## src/rtl/io_timer.sv

```systemverilog
// Memory-mapped dual-channel countdown timer with a shared prescaler.
// Eight word registers at BASE_ADDR; level interrupt per channel.
module io_timer #(
  parameter logic [15:0] BASE_ADDR = 16'hFF00,
  parameter int          WIDTH     = 16
) (
  input  logic             clk,
  input  logic             reset,
  input  logic [15:0]      addr,
  input  logic [WIDTH-1:0] data_in,
  input  logic             we,
  input  logic             re,
  output logic [WIDTH-1:0] data_out,
  output logic             data_oe,
  output logic [1:0]       irq
);

  // Bus semantics: a write commits at the rising edge when we=1 and the
  // address is in the window; reads are combinational and side-effect free.
  localparam logic [WIDTH-1:0] ONE = WIDTH'(1);

  logic [5:0]       ctrl_q, ctrl_d;
  logic [WIDTH-1:0] presc_q, presc_d;
  logic [WIDTH-1:0] pcnt_q, pcnt_d;
  logic [WIDTH-1:0] load_q  [2];
  logic [WIDTH-1:0] load_d  [2];
  logic [WIDTH-1:0] count_q [2];
  logic [WIDTH-1:0] count_d [2];
  logic [1:0]       expired_q, expired_d;

  logic       sel;
  logic [2:0] off;
  logic       wr_en;
  logic       tick;
  logic [1:0] en, ar, ie;
  logic [1:0] fired;
  logic [1:0] en_clr;
  logic [1:0] clr;

  assign sel   = (addr[15:3] == BASE_ADDR[15:3]);
  assign off   = addr[2:0];
  assign wr_en = we & sel;
  assign tick  = (pcnt_q == '0);

  assign en = {ctrl_q[3], ctrl_q[0]};
  assign ar = {ctrl_q[4], ctrl_q[1]};
  assign ie = {ctrl_q[5], ctrl_q[2]};

  assign irq     = expired_q & ie;
  assign data_oe = re & sel;

  always_comb begin
    presc_d = presc_q;
    load_d  = load_q;
    count_d = count_q;
    pcnt_d  = tick ? presc_q : (pcnt_q - ONE);
    fired   = '0;
    en_clr  = '0;
    clr     = '0;

    for (int i = 0; i < 2; i++) begin
      if (tick && en[i]) begin
        if (count_q[i] == '0) begin
          fired[i] = 1'b1;
          if (ar[i]) count_d[i] = load_q[i];
          else       en_clr[i]  = 1'b1;
        end else begin
          count_d[i] = count_q[i] - ONE;
        end
      end
    end

    ctrl_d = ctrl_q & ~{2'b00, en_clr[1], 2'b00, en_clr[0]};

    // Bus writes are applied last so they take precedence over timer updates.
    if (wr_en) begin
      case (off)
        3'd0: ctrl_d = data_in[5:0];
        3'd1: begin
          presc_d = data_in;
          pcnt_d  = data_in;
        end
        3'd2: load_d[0]  = data_in;
        3'd3: count_d[0] = data_in;
        3'd4: load_d[1]  = data_in;
        3'd5: count_d[1] = data_in;
        3'd6: clr        = data_in[1:0];
        default: ;
      endcase
    end

    // A new expiry beats a same-cycle write-1-to-clear.
    expired_d = (expired_q & ~clr) | fired;
  end

  always_comb begin
    data_out = '0;
    if (sel) begin
      case (off)
        3'd0: data_out[5:0] = ctrl_q;
        3'd1: data_out      = presc_q;
        3'd2: data_out      = load_q[0];
        3'd3: data_out      = count_q[0];
        3'd4: data_out      = load_q[1];
        3'd5: data_out      = count_q[1];
        3'd6: data_out[1:0] = expired_q;
        default: ;
      endcase
    end
  end

  always_ff @(posedge clk or negedge reset) begin
    if (!reset) begin
      ctrl_q    <= '0;
      presc_q   <= '0;
      pcnt_q    <= '0;
      load_q    <= '{default: '0};
      count_q   <= '{default: '0};
      expired_q <= '0;
    end else begin
      ctrl_q    <= ctrl_d;
      presc_q   <= presc_d;
      pcnt_q    <= pcnt_d;
      load_q    <= load_d;
      count_q   <= count_d;
      expired_q <= expired_d;
    end
  end

endmodule

```

## config.mk

```make
export PLATFORM = sky130hd
export DESIGN_NAME = io_timer
export DESIGN_NICKNAME = d
export VERILOG_FILES = /design/src/rtl/io_timer.sv
export SDC_FILE = /design/constraint.sdc
export NUM_CORES = 1
export LEC_CHECK = 0
export BUFFER_PORTS_ARGS = -buffer_cell sky130_fd_sc_hd__buf_2
export CAP_MARGIN = 40
export CORE_MARGIN = 3
export CORE_UTILIZATION = 33
export CTS_BUF_LIST = sky130_fd_sc_hd__clkbuf_16
export DETAILED_ROUTE_END_ITERATION = 8
export SLEW_MARGIN = 20
export SYNTH_ARGS = -nofsm -noshare
export SYNTH_HDL_FRONTEND = slang
export SYNTH_SLANG_ARGS = --single-unit
```

## constraint.sdc

```tcl
create_clock -name clk -period 2.9 [get_ports clk]
set_clock_uncertainty 0.15 [all_clocks]
set_input_delay 0.145 -clock clk [delete_from_list [all_inputs] [get_ports clk]]
set_output_delay 0.145 -clock clk [all_outputs]
set_load 0.03 [all_outputs]
```

; After elaboration in Yosys (flattened, before gate mapping)
; Cells that the tools add are included.
[totals]
register_bits = 104
in_bits = 36
out_inout_bits = 19
word_cells = 65
[op_classes]
add_sub_neg = 3
eq_ne = 7
muxes = 30
bitwise_logic = 8
reduce_logical = 9
[op_table]
columns = op, n
row1 = 16-bit two-way mux, 12
row2 = 10-bit case mux with 5 select lines, 1
row3 = 16-bit zero test, 3
row4 = "16-bit by 1-bit subtractor with 16-bit output, second input constant", 3
row5 = 32-bit two-way mux, 1
row6 = 4-bit case mux with 6 select lines, 1
row7 = 2-bit case mux with 7 select lines, 1
row8 = "13-bit equality test, second input constant", 1
row9 = 6-bit two-way mux, 2
row10 = 1-bit two-way mux, 10
row11 = "3-bit equality test, second input constant", 3
row12 = 6-bit AND, 1
row13 = "3-bit by 2-bit equality test with 1-bit output, second input constant", 2
row14 = 4-bit inverter with 6-bit output, 1
row15 = 2-bit AND reduction, 3
row16 = 2-bit AND, 2
row17 = 2-bit two-way mux, 2
row18 = "3-bit by 1-bit equality test with 1-bit output, second input constant", 1
row19 = 3-bit zero test, 1
row20 = 1-bit AND, 2
row21 = 1-bit logical AND, 2
row22 = 2-bit inverter, 1
row23 = 2-bit OR, 1

; Longest topological paths before layout
; Gate-level depths: netlist of run 1.
[depth]
word_depth = 7
depth_mapped = 9
depth_no_buf = 7

; Worst setup path before layout of run 1
; Ideal clock, no wire load.
[synth_timing]
path_type = register to register
from = reg count_q[0] (netlist name)
to = reg count_q[1] (netlist name)
setup_ns = 0.126
t_arrival_ns = 2.100
required_ns = 2.624
setup_slack_ns = 0.524
stages_incl_launch_ff = 9
path_buffers = 1
period_less_slack_ns = 2.376
path_cell_list = dfrtp_1 inv_1 ha_1 nor4b_1 and4_1 clkbuf_1 mux2i_1 a221oi_1 nor2_1
[synth_lines]
columns = item, line
row1 = start: declaration, 27  ; logic [WIDTH-1:0] count_q [2];
row2 = start signal: assignment, 125  ; count_q <= count_d;

; Final worst setup path of run 1
[layout_timing]
from = reg pcnt_q[7]
to = reg ctrl_q[3]
[layout_between]
elab_chain_len = 7
[layout_rtl]
columns = item, line
row1 = start: declaration, 24  ; logic [WIDTH-1:0] pcnt_q, pcnt_d;
row2 = start signal: assignment, 123  ; pcnt_q <= pcnt_d;
row3 = 16-bit zero test (*), 43  ; assign tick = (pcnt_q == '0);
row4 = 1-bit logical AND (*), 62  ; if (tick && en[i]) begin
row5 = 1-bit two-way mux (*), 62
row6 = 4-bit inverter with 6-bit output (*), 73  ; ctrl_d = ctrl_q & ~{2'b00, en_clr[1], 2'b00, en_clr[0]};
row7 = 6-bit AND (*), 73
row8 = 6-bit two-way mux, 77  ; case (off)
row9 = 6-bit two-way mux (*), 76  ; if (wr_en) begin
row10 = via ctrl_d[3], 22  ; logic [5:0] ctrl_q, ctrl_d;
row11 = end signal: assignment, 121  ; ctrl_q <= ctrl_d;
row12 = end: declaration, 22
; The timed path passes the listed nets; every way through them passes the cells marked *.
; A chain may end at the register's enable or synchronous reset.

==> results of run 1 <==
-- final timing paths --
path                                           endpoint  slack [ps]               startpoint  cells past startpoint
max in group asynchronous        load_q[12]$_DFFE_PN0P_        1700                    reset                      3
worst max-delay path                ctrl_q[3]$_DFF_PN0_         290      pcnt_q[7]$_DFF_PN0_                      5
worst max register to register      ctrl_q[3]$_DFF_PN0_         290      pcnt_q[7]$_DFF_PN0_                      5
worst min register to register  presc_q[13]$_DFFE_PN0P_         360  presc_q[13]$_DFFE_PN0P_                      2
worst min-delay path             expired_q[0]$_DFF_PN0_         180                  addr[2]                      3
min in group asynchronous        load_q[27]$_DFFE_PN0P_         200                    reset                      2
-- layer usage --
metal,wire (µm),up-vias
met1,9710,2977
li1,-,2921
met3,1280,17
met4,187,0
met5,0,-
met2,9710,196
-- layout make-up --
class	instances	area (µm²)	share of cell area (%)
multi-input cells	576	3880	49.2
flip-flops and latches	104	2600	33.0
inverters	17	63.8	0.809
clock inverters	6	30.0	0.381
repair buffers	109	753	9.55
clock buffers	9	225	2.86
well taps	265	332	4.20
-- through the flow --
step           worst slack [ps]  total power [mW]  cells
2_1_floorplan               524              1.64    753
3_3_place_gp                409              1.76   1054
3_5_place_dp                311              1.76   1054
4_1_cts                     314              2.90   1086
5_1_grt                    53.7              2.99   1086
6_report                    289              2.87   1086
-- logic make-up after synthesis --
kind of cell,share of synthesized area [%]
buffers and inverters,4.43
flip-flops,38.4
XOR/XNOR,1.42
AO/OA/AOI/OAI,19.5
adder cells (fa/ha/maj),1.11
AND/OR/NAND/NOR,21.5
multiplexers,13.6
-- worst max-delay path, stage by stage (launching register included) --
cell,delay [ps]
dfrtp_1,410
nor4_1,590
nand2_1,270
or3_1,550
o311ai_0,380
o21ai_1,120
-- cell usage in the layout (no fill, tap or decap), types with 5 or more instances in the layout --
cell	Yosys	final
a211oi_1	6	6
nor3_1	11	11
and3_1	5	5
a31oi_1	14	14
clkbuf_16	0	9
inv_1	17	19
mux2i_1	35	35
a21oi_1	50	50
nor3b_1	5	5
or3_1	7	7
a22oi_1	15	15
ha_1	6	6
o21ai_0	57	57
a22o_1	11	11
mux2_4	9	9
o31ai_1	7	7
nand3_1	13	13
and4_1	8	8
dlygate4sd3_1	0	17
and2_1	10	10
nand4_1	15	15
nand2_1	82	82
o22ai_1	10	10
nor4_1	8	8
buf_4	1	37
mux2_2	33	33
buf_2	6	53
nand2b_1	10	10
nor2_1	61	61
dfrtp_1	104	104
xnor2_1	10	10
-- state kept, by name, summed over array words and instances, names as in the netlist --
signal / flops
count_q: 32
ctrl_q: 6
expired_q: 2
pcnt_q: 16
presc_q: 16
load_q: 32
-- where the power goes --
group	internal, mW	switching, mW
Sequential	1.47	0.0369
Clock	0.568	0.554
Combinational	0.0953	0.144
Total	2.14	0.735
-- repair_timing --
action                                  in CTS  in global routing
endpoints found under the hold margin       94                  0
endpoints found under the setup margin       0                  0
setup buffers                                0                  0
hold buffers                                17                  0
==> flow_summary.ini, run 1 <==
[timing]
hold_violations = 0
maxSlewViolCount = 0
final.setup.tns_ps = 0
fin_crit_sh_pct = 90.0
tightest_slew_ps = 778
max_freq_mhz = 383
slew-limit-headroom_pct = 48.1
hold_slack_ps = 178
setup_violations = 0
min_period_ps = 2610
rsz0062_at_grt = no

[clock_tree]
clk-insertion-delay-late_ps = 350
cts_max_path_buffers = 2
cts_sinks = 104
post_cts_resized = 0
cts_root_buf = clkbuf_16
cts_tree = yes
ctsHtreeMaxLevel = 3
cts_buffers = 9
clkTransAtPathRegs_ps = 70

[yosys]
yosys_warnings = 0
synth_top_area_share_pct = 38.4
synth.area.top_cells = dfrtp_1 38%, mux2_2 5.5%, mux2i_1 5.2%
post-synth-top-area-cell = dfrtp_1
netlist_instances = 753
ys_types = 69
syn_nets = 795
synth_seq_area_share_pct = 38.4
synthArstFlopShare_pct = 100
synth_area_per_cell_um2 = 9.01
synth-edff-count = 0
netlist_area_mm2 = 0.00678
ys.flop_type = dfrtp_1
netlist_top_cells_count = 104 x dfrtp_1, 82 x nand2_1, 61 x nor2_1, 57 x o21ai_0, 50 x a21oi_1
ys_seq_elements = 104
synth.most_common_cell = dfrtp_1

[layout]
final_area_mm2 = 0.00789
fillers = 1966
nets = 859
n_antenna_cell = 0
area_delta_synth_final_pct = 16.3
drive_above_1_share_pct = 20.5
final_util_pct = 39.7

[floorplanning]
die_area_mm2 = 0.0223
initial_utilization_pct = 34.2
coreArea_mm2 = 0.0198
die_y_um = 149
io_pins = 55
placementRows = 51
die_w_um = 149

[placement]
routabilityCongestion = 0.854
place_area_mm2 = 0.00746
hpwl_mm = 15.3
port_buffers = 54

[outcome]
outcome = completed

[drt]
drt_iter0_drc = 462
dr_total_vias = 6111
wl_per_cell_um = 19.2
ant_nets = 0
drt_wl_total_mm = 20.9
viasPerCell = 5.63
drc = 0
drtPass1Iterations = 5

[global_route]
grt.total_usage_pct = 19.0
grt_pass1_wl_mm = 33.5
overflow = 0
met3_usage_pct = 3.22
grt_antenna_before_repair = 0
grt_start_max_net_pins = 49
grt_util_met1_pct = 28.0
grt_pass1_vias = 5855
busiest_layer = met2
use_met2_pct = 29.7

[setup_path]
crit_arrival_ps = 2680
start_kind = register
crit_fanout = 11
worstPathRequired_ps = 2970
setup.worst_path.end_class = register
critPathKind = reg -> reg

[power]
power.density_mw_per_mm2 = 364
ir_drop_uv = 282
static-leakage-power_nw = 3.52

[job]
maxCapViolCount = 0

[hold_path]
hp-class = in -> reg
No activity file was read; power rests on OpenSTA's default activity.
==> inputs of run 2 (changes only) <==
--- a/config.mk
+++ b/config.mk
@@ -9,7 +9,7 @@
 export CAP_MARGIN = 40
 export CORE_MARGIN = 3
 export CORE_UTILIZATION = 33
-export CTS_BUF_LIST = sky130_fd_sc_hd__clkbuf_16
+export CTS_BUF_LIST = sky130_fd_sc_hd__clkbuf_8
 export DETAILED_ROUTE_END_ITERATION = 8
 export SLEW_MARGIN = 20
 export SYNTH_ARGS = -nofsm -noshare
==> flow_summary.ini, run 2 (same netlist as run 1, synthesis figures left out) <==
[outcome]
outcome = completed

[timing]
slew-limit-headroom_pct = 48.0
rsz0062_at_grt = no
tightest_slew_ps = 780
hold_violations = 0
fin_crit_sh_pct = 90.2
min_period_ps = 2620
setup_violations = 0
final.setup.tns_ps = 0
maxSlewViolCount = 0
max_freq_mhz = 382

[floorplanning]
die_area_mm2 = 0.0223
initial_utilization_pct = 34.2
placementRows = 51
coreArea_mm2 = 0.0198
io_pins = 55
die_y_um = 149
die_w_um = 149

[setup_path]
critPathKind = reg -> reg
crit_arrival_ps = 2730
setup.worst_path.end_class = register
worstPathRequired_ps = 3010
crit_fanout = 11
start_kind = register

[drt]
dr_total_vias = 6141
viasPerCell = 5.65
wl_per_cell_um = 19.2
ant_nets = 0
drc = 0
drtPass1Iterations = 5
drt_wl_total_mm = 20.8
drt_iter0_drc = 425

[power]
power.density_mw_per_mm2 = 330
static-leakage-power_nw = 3.48
ir_drop_uv = 204

[clock_tree]
cts_setup_buffers = 0
cts_buffers = 9
cts_max_path_buffers = 2
clk-insertion-delay-late_ps = 390
cts_root_buf = clkbuf_8
clkTransAtPathRegs_ps = 100
cts_tree = yes
cts_sinks = 104
ctsHtreeMaxLevel = 3

[hold_path]
hp-class = in -> reg

[layout]
area_delta_synth_final_pct = 14.8
top_regs = count_q (32), load_q (32)
final_area_mm2 = 0.00779
nets = 859
final_cell_mix = 104 x dfrtp_1, 82 x nand2_1, 61 x nor2_1, 57 x o21ai_0, 53 x buf_2
n_antenna_cell = 0
final_common_cell = dfrtp_1
drive_above_1_share_pct = 20.5

[placement]
port_buffers = 54
routabilityCongestion = 0.854
hpwl_mm = 15.3
place_area_mm2 = 0.00746

[global_route]
grt.total_usage_pct = 19.0
grt_pass1_wl_mm = 33.5
grt_pass1_vias = 5866
grt_start_max_net_pins = 49
overflow = 0
grt_antenna_before_repair = 0

[job]
maxCapViolCount = 0
## run 2: cell types whose count changed in the layout (fill, tap and decap cells not counted)
| cell | previous run | this run |
|---|---|---|
| clkbuf_16 | 9 | 0 |
| clkbuf_8 | 0 | 9 |
## run 2: per-layer routing
layer	track usage, %	vias to the layer above	wire, µm	share of wire [%]
li1	-	2916	-	-
met1	28.1	3028	9800	47
met2	29.5	181	9680	46
met3	3.37	16	1200	5.8
met4	3.71	0	160	0.77
met5	0	-	0	0
## run 2: path summary, 6_finish.rpt
| kind | startpoint | end | slack, ps | cells after the start |
|---|---|---|---|---|
| max | pcnt_q[7]$_DFF_PN0_ | ctrl_q[3]$_DFF_PN0_ | 280 | 5 |
| min | addr[2] | expired_q[0]$_DFF_PN0_ | 140 | 3 |
| max reg2reg | pcnt_q[7]$_DFF_PN0_ | ctrl_q[3]$_DFF_PN0_ | 280 | 5 |
| min reg2reg | presc_q[7]$_DFFE_PN0P_ | presc_q[7]$_DFFE_PN0P_ | 370 | 2 |
| max in group asynchronous | reset | load_q[12]$_DFFE_PN0P_ | 1730 | 3 |
| min in group asynchronous | reset | load_q[27]$_DFFE_PN0P_ | 180 | 2 |
## run 2: through the flow
| stage | power [mW] | worst slack, ps | utilization [%] | hold slack, ps | std cells |
|---|---|---|---|---|---|
| after global placement | 1.76 | 409 | 37.6 | 84.4 | 1054 |
| after global routing | 2.69 | 29.4 | 39.2 | 160 | 1086 |
| after floorplan | 1.64 | 524 | - | -301 | 753 |
| after CTS | 2.60 | 295 | 39.2 | 106 | 1086 |
| final | 2.57 | 284 | 39.2 | 143 | 1086 |
| after detailed placement | 1.76 | 311 | 37.6 | 82.4 | 1054 |
## run 2: report_power, final
part,internal (mW),switching [mW]
Sequential,1.47,0.0365
Combinational,0.0953,0.145
Clock,0.298,0.518
Total,1.87,0.700
## run 2: critical path, stage by stage, from the launching register on
cell and delay [ps]:
dfrtp_1 420, nor4_1 590, nand2_1 270, or3_1 560, o311ai_0 380, o21ai_1 120
## run 2: layout make-up
cell class	count	area, µm²
clock buffers	9	124
clock inverters	6	30.0
fillers	1980	12100
inverters	17	63.8
multi-input cells	576	3880
flip-flops and latches	104	2600
well taps	265	332
repair buffers	109	753
## run 2: what timing repair did
item | CTS | global route
hold buffers | 17 | 0
hold endpoints to repair | 141 | 0
resized for setup | 0 | 0
==> inputs of run 3 (changes only) <==
--- a/config.mk
+++ b/config.mk
@@ -7,10 +7,15 @@
 export LEC_CHECK = 0
 export BUFFER_PORTS_ARGS = -buffer_cell sky130_fd_sc_hd__buf_2
 export CAP_MARGIN = 40
+export CELL_PAD_IN_SITES_DETAIL_PLACEMENT = 1
+export CELL_PAD_IN_SITES_GLOBAL_PLACEMENT = 1
+export CORE_ASPECT_RATIO = 0.9
 export CORE_MARGIN = 3
 export CORE_UTILIZATION = 33
 export CTS_BUF_LIST = sky130_fd_sc_hd__clkbuf_8
 export DETAILED_ROUTE_END_ITERATION = 8
+export MAX_ROUTING_LAYER = met4
+export PLACE_DENSITY_LB_ADDON = 0.1
 export SLEW_MARGIN = 20
 export SYNTH_ARGS = -nofsm -noshare
 export SYNTH_HDL_FRONTEND = slang
==> flow_summary.ini, run 3 (same netlist as run 1, synthesis figures left out) <==
[global_route]
grt_pass1_wl_mm = 40.2
grt_antenna_before_repair = 0
overflow = 0
grt_pass1_vias = 6572
grt_start_max_net_pins = 45
grt.total_usage_pct = 24.3

[drt]
drtPass1Iterations = 4
dr_total_vias = 6327
ant_nets = 0
viasPerCell = 5.84
drc = 0
drt_wl_total_mm = 25.5
drt_iter0_drc = 324
wl_per_cell_um = 23.6

[clock_tree]
post_cts_resized = 0
ctsHtreeMaxLevel = 3
cts_sinks = 104
clk-insertion-delay-late_ps = 410
clkTransAtPathRegs_ps = 110
cts_tree = yes
cts_root_buf = clkbuf_8
cts_buffers = 9
cts_max_path_buffers = 2
cts_setup_buffers = 0

[placement]
routabilityCongestion = 0.849
port_buffers = 54
hpwl_mm = 19.3

[timing]
maxSlewViolCount = 0
max_freq_mhz = 392
rsz0062_at_grt = no
setup_violations = 0
fin_crit_sh_pct = 87.9
final.setup.tns_ps = 0
hold_violations = 0
min_period_ps = 2550
tightest_slew_ps = 648
slew-limit-headroom_pct = 56.5

[setup_path]
critPathKind = reg -> reg
rr_worst_depth = 6
worstPathRequired_ps = 3070
cp_cell_sequence = nor4_1 -> nand2_1 -> or3_1 -> buf_4 -> mux2i_1 -> o21ai_0
cp_slowest_cell = nor4_1
setup.worst_path.end_class = register
start_kind = register
crit_arrival_ps = 2720
crit_fanout = 10
cpPeakStageDelay_ps = 590

[outcome]
outcome = completed

[power]
seqPwrFrac_pct = 54.5
swShare_pct = 28.7
ir_drop_uv = 193
power.density_mw_per_mm2 = 353
p_switching_uw = 798
clkPwrFrac_pct = 36.3
p_comb_share_pct = 9.3
p_int_mw = 1.98
total_power_mw = 2.78
static-leakage-power_nw = 3.51

[floorplanning]
placementRows = 49
coreArea_mm2 = 0.0201
die_area_mm2 = 0.0223
initial_utilization_pct = 33.7
die_w_um = 157
die_y_um = 142
io_pins = 55

[job]
maxCapViolCount = 0

[hold_path]
hp-class = in -> async

[layout]
top_regs = count_q (32), load_q (32)
nets = 865
final_cell_mix = 104 x dfrtp_1, 82 x nand2_1, 61 x nor2_1, 57 x o21ai_0, 53 x buf_2
area_delta_synth_final_pct = 16.0
n_antenna_cell = 0
drive_above_1_share_pct = 21.4
final_common_cell = dfrtp_1
==> run 3: final cells by class <==
type / count / area (µm²)
Timing Repair Buffer: 115 / 801
Multi-Input combinational cell: 576 / 3880
Tap cell: 255 / 319
Sequential cell: 104 / 2600
Clock buffer: 9 / 124
Fill cell: 2375 / 12200
Inverter: 17 / 63.8
Clock inverter: 7 / 78.8
==> run 3: metal layers <==
metal	global-route usage (%)	up-vias	wire length, µm
li1	-	2924	-
met1	34.3	3262	12500
met2	36.0	109	11400
met3	4.20	32	999
met4	6.58	0	598
met5	-	-	0
==> run 3: final timing paths <==
| check | start | end | slack (ps) |
|---|---|---|---|
| worst max-delay path | pcnt_q[7]$_DFF_PN0_ | pcnt_q[2]$_DFF_PN0_ | 350 |
| worst min-delay path | reset | pcnt_q[4]$_DFF_PN0_ | 10 |
| worst max register to register | pcnt_q[7]$_DFF_PN0_ | pcnt_q[2]$_DFF_PN0_ | 350 |
| worst min register to register | presc_q[13]$_DFFE_PN0P_ | presc_q[13]$_DFFE_PN0P_ | 380 |
| max in group asynchronous | reset | count_q[22]$_DFF_PN0_ | 1850 |
| min in group clk | we | ctrl_q[3]$_DFF_PN0_ | 80 |
==> run 3: power groups by stage <==
stage	clock, mW	sequential, mW	combinational [mW]
after global routing	1.09	1.52	0.283
after global placement	0	1.54	0.233
after CTS	1.03	1.51	0.261
after floorplan	0	1.53	0.108
final	1.01	1.51	0.257
after detailed placement	0	1.54	0.244
==> run 3: stage by stage <==
step                      utilization (%)  instances  worst slack [ps]  hold WS (ps)  area (µm²)
after floorplan                         -        753               524          -301        6780
after global placement               37.1       1048               427           161        7450
after detailed placement             37.2       1049               381         -88.3        7480
after CTS                            39.1       1082               369          16.4        7860
after global routing                 39.1       1083               149          29.4        7870
final                                39.1       1083               352          12.5        7870
==> run 3: critical path: cells and delay by family (launching register included) <==
kind                   cells  cell delay, ps
AO/OA/AOI/OAI              1             190
buffers and inverters      1             270
flip-flops                 1             440
multiplexers               1             120
AND/OR/NAND/NOR            3            1290
==> run 3: what timing repair did <==
action,CTS,global route
hold endpoints to repair,163,0
hold buffers,17,0
setup endpoints to repair,0,0
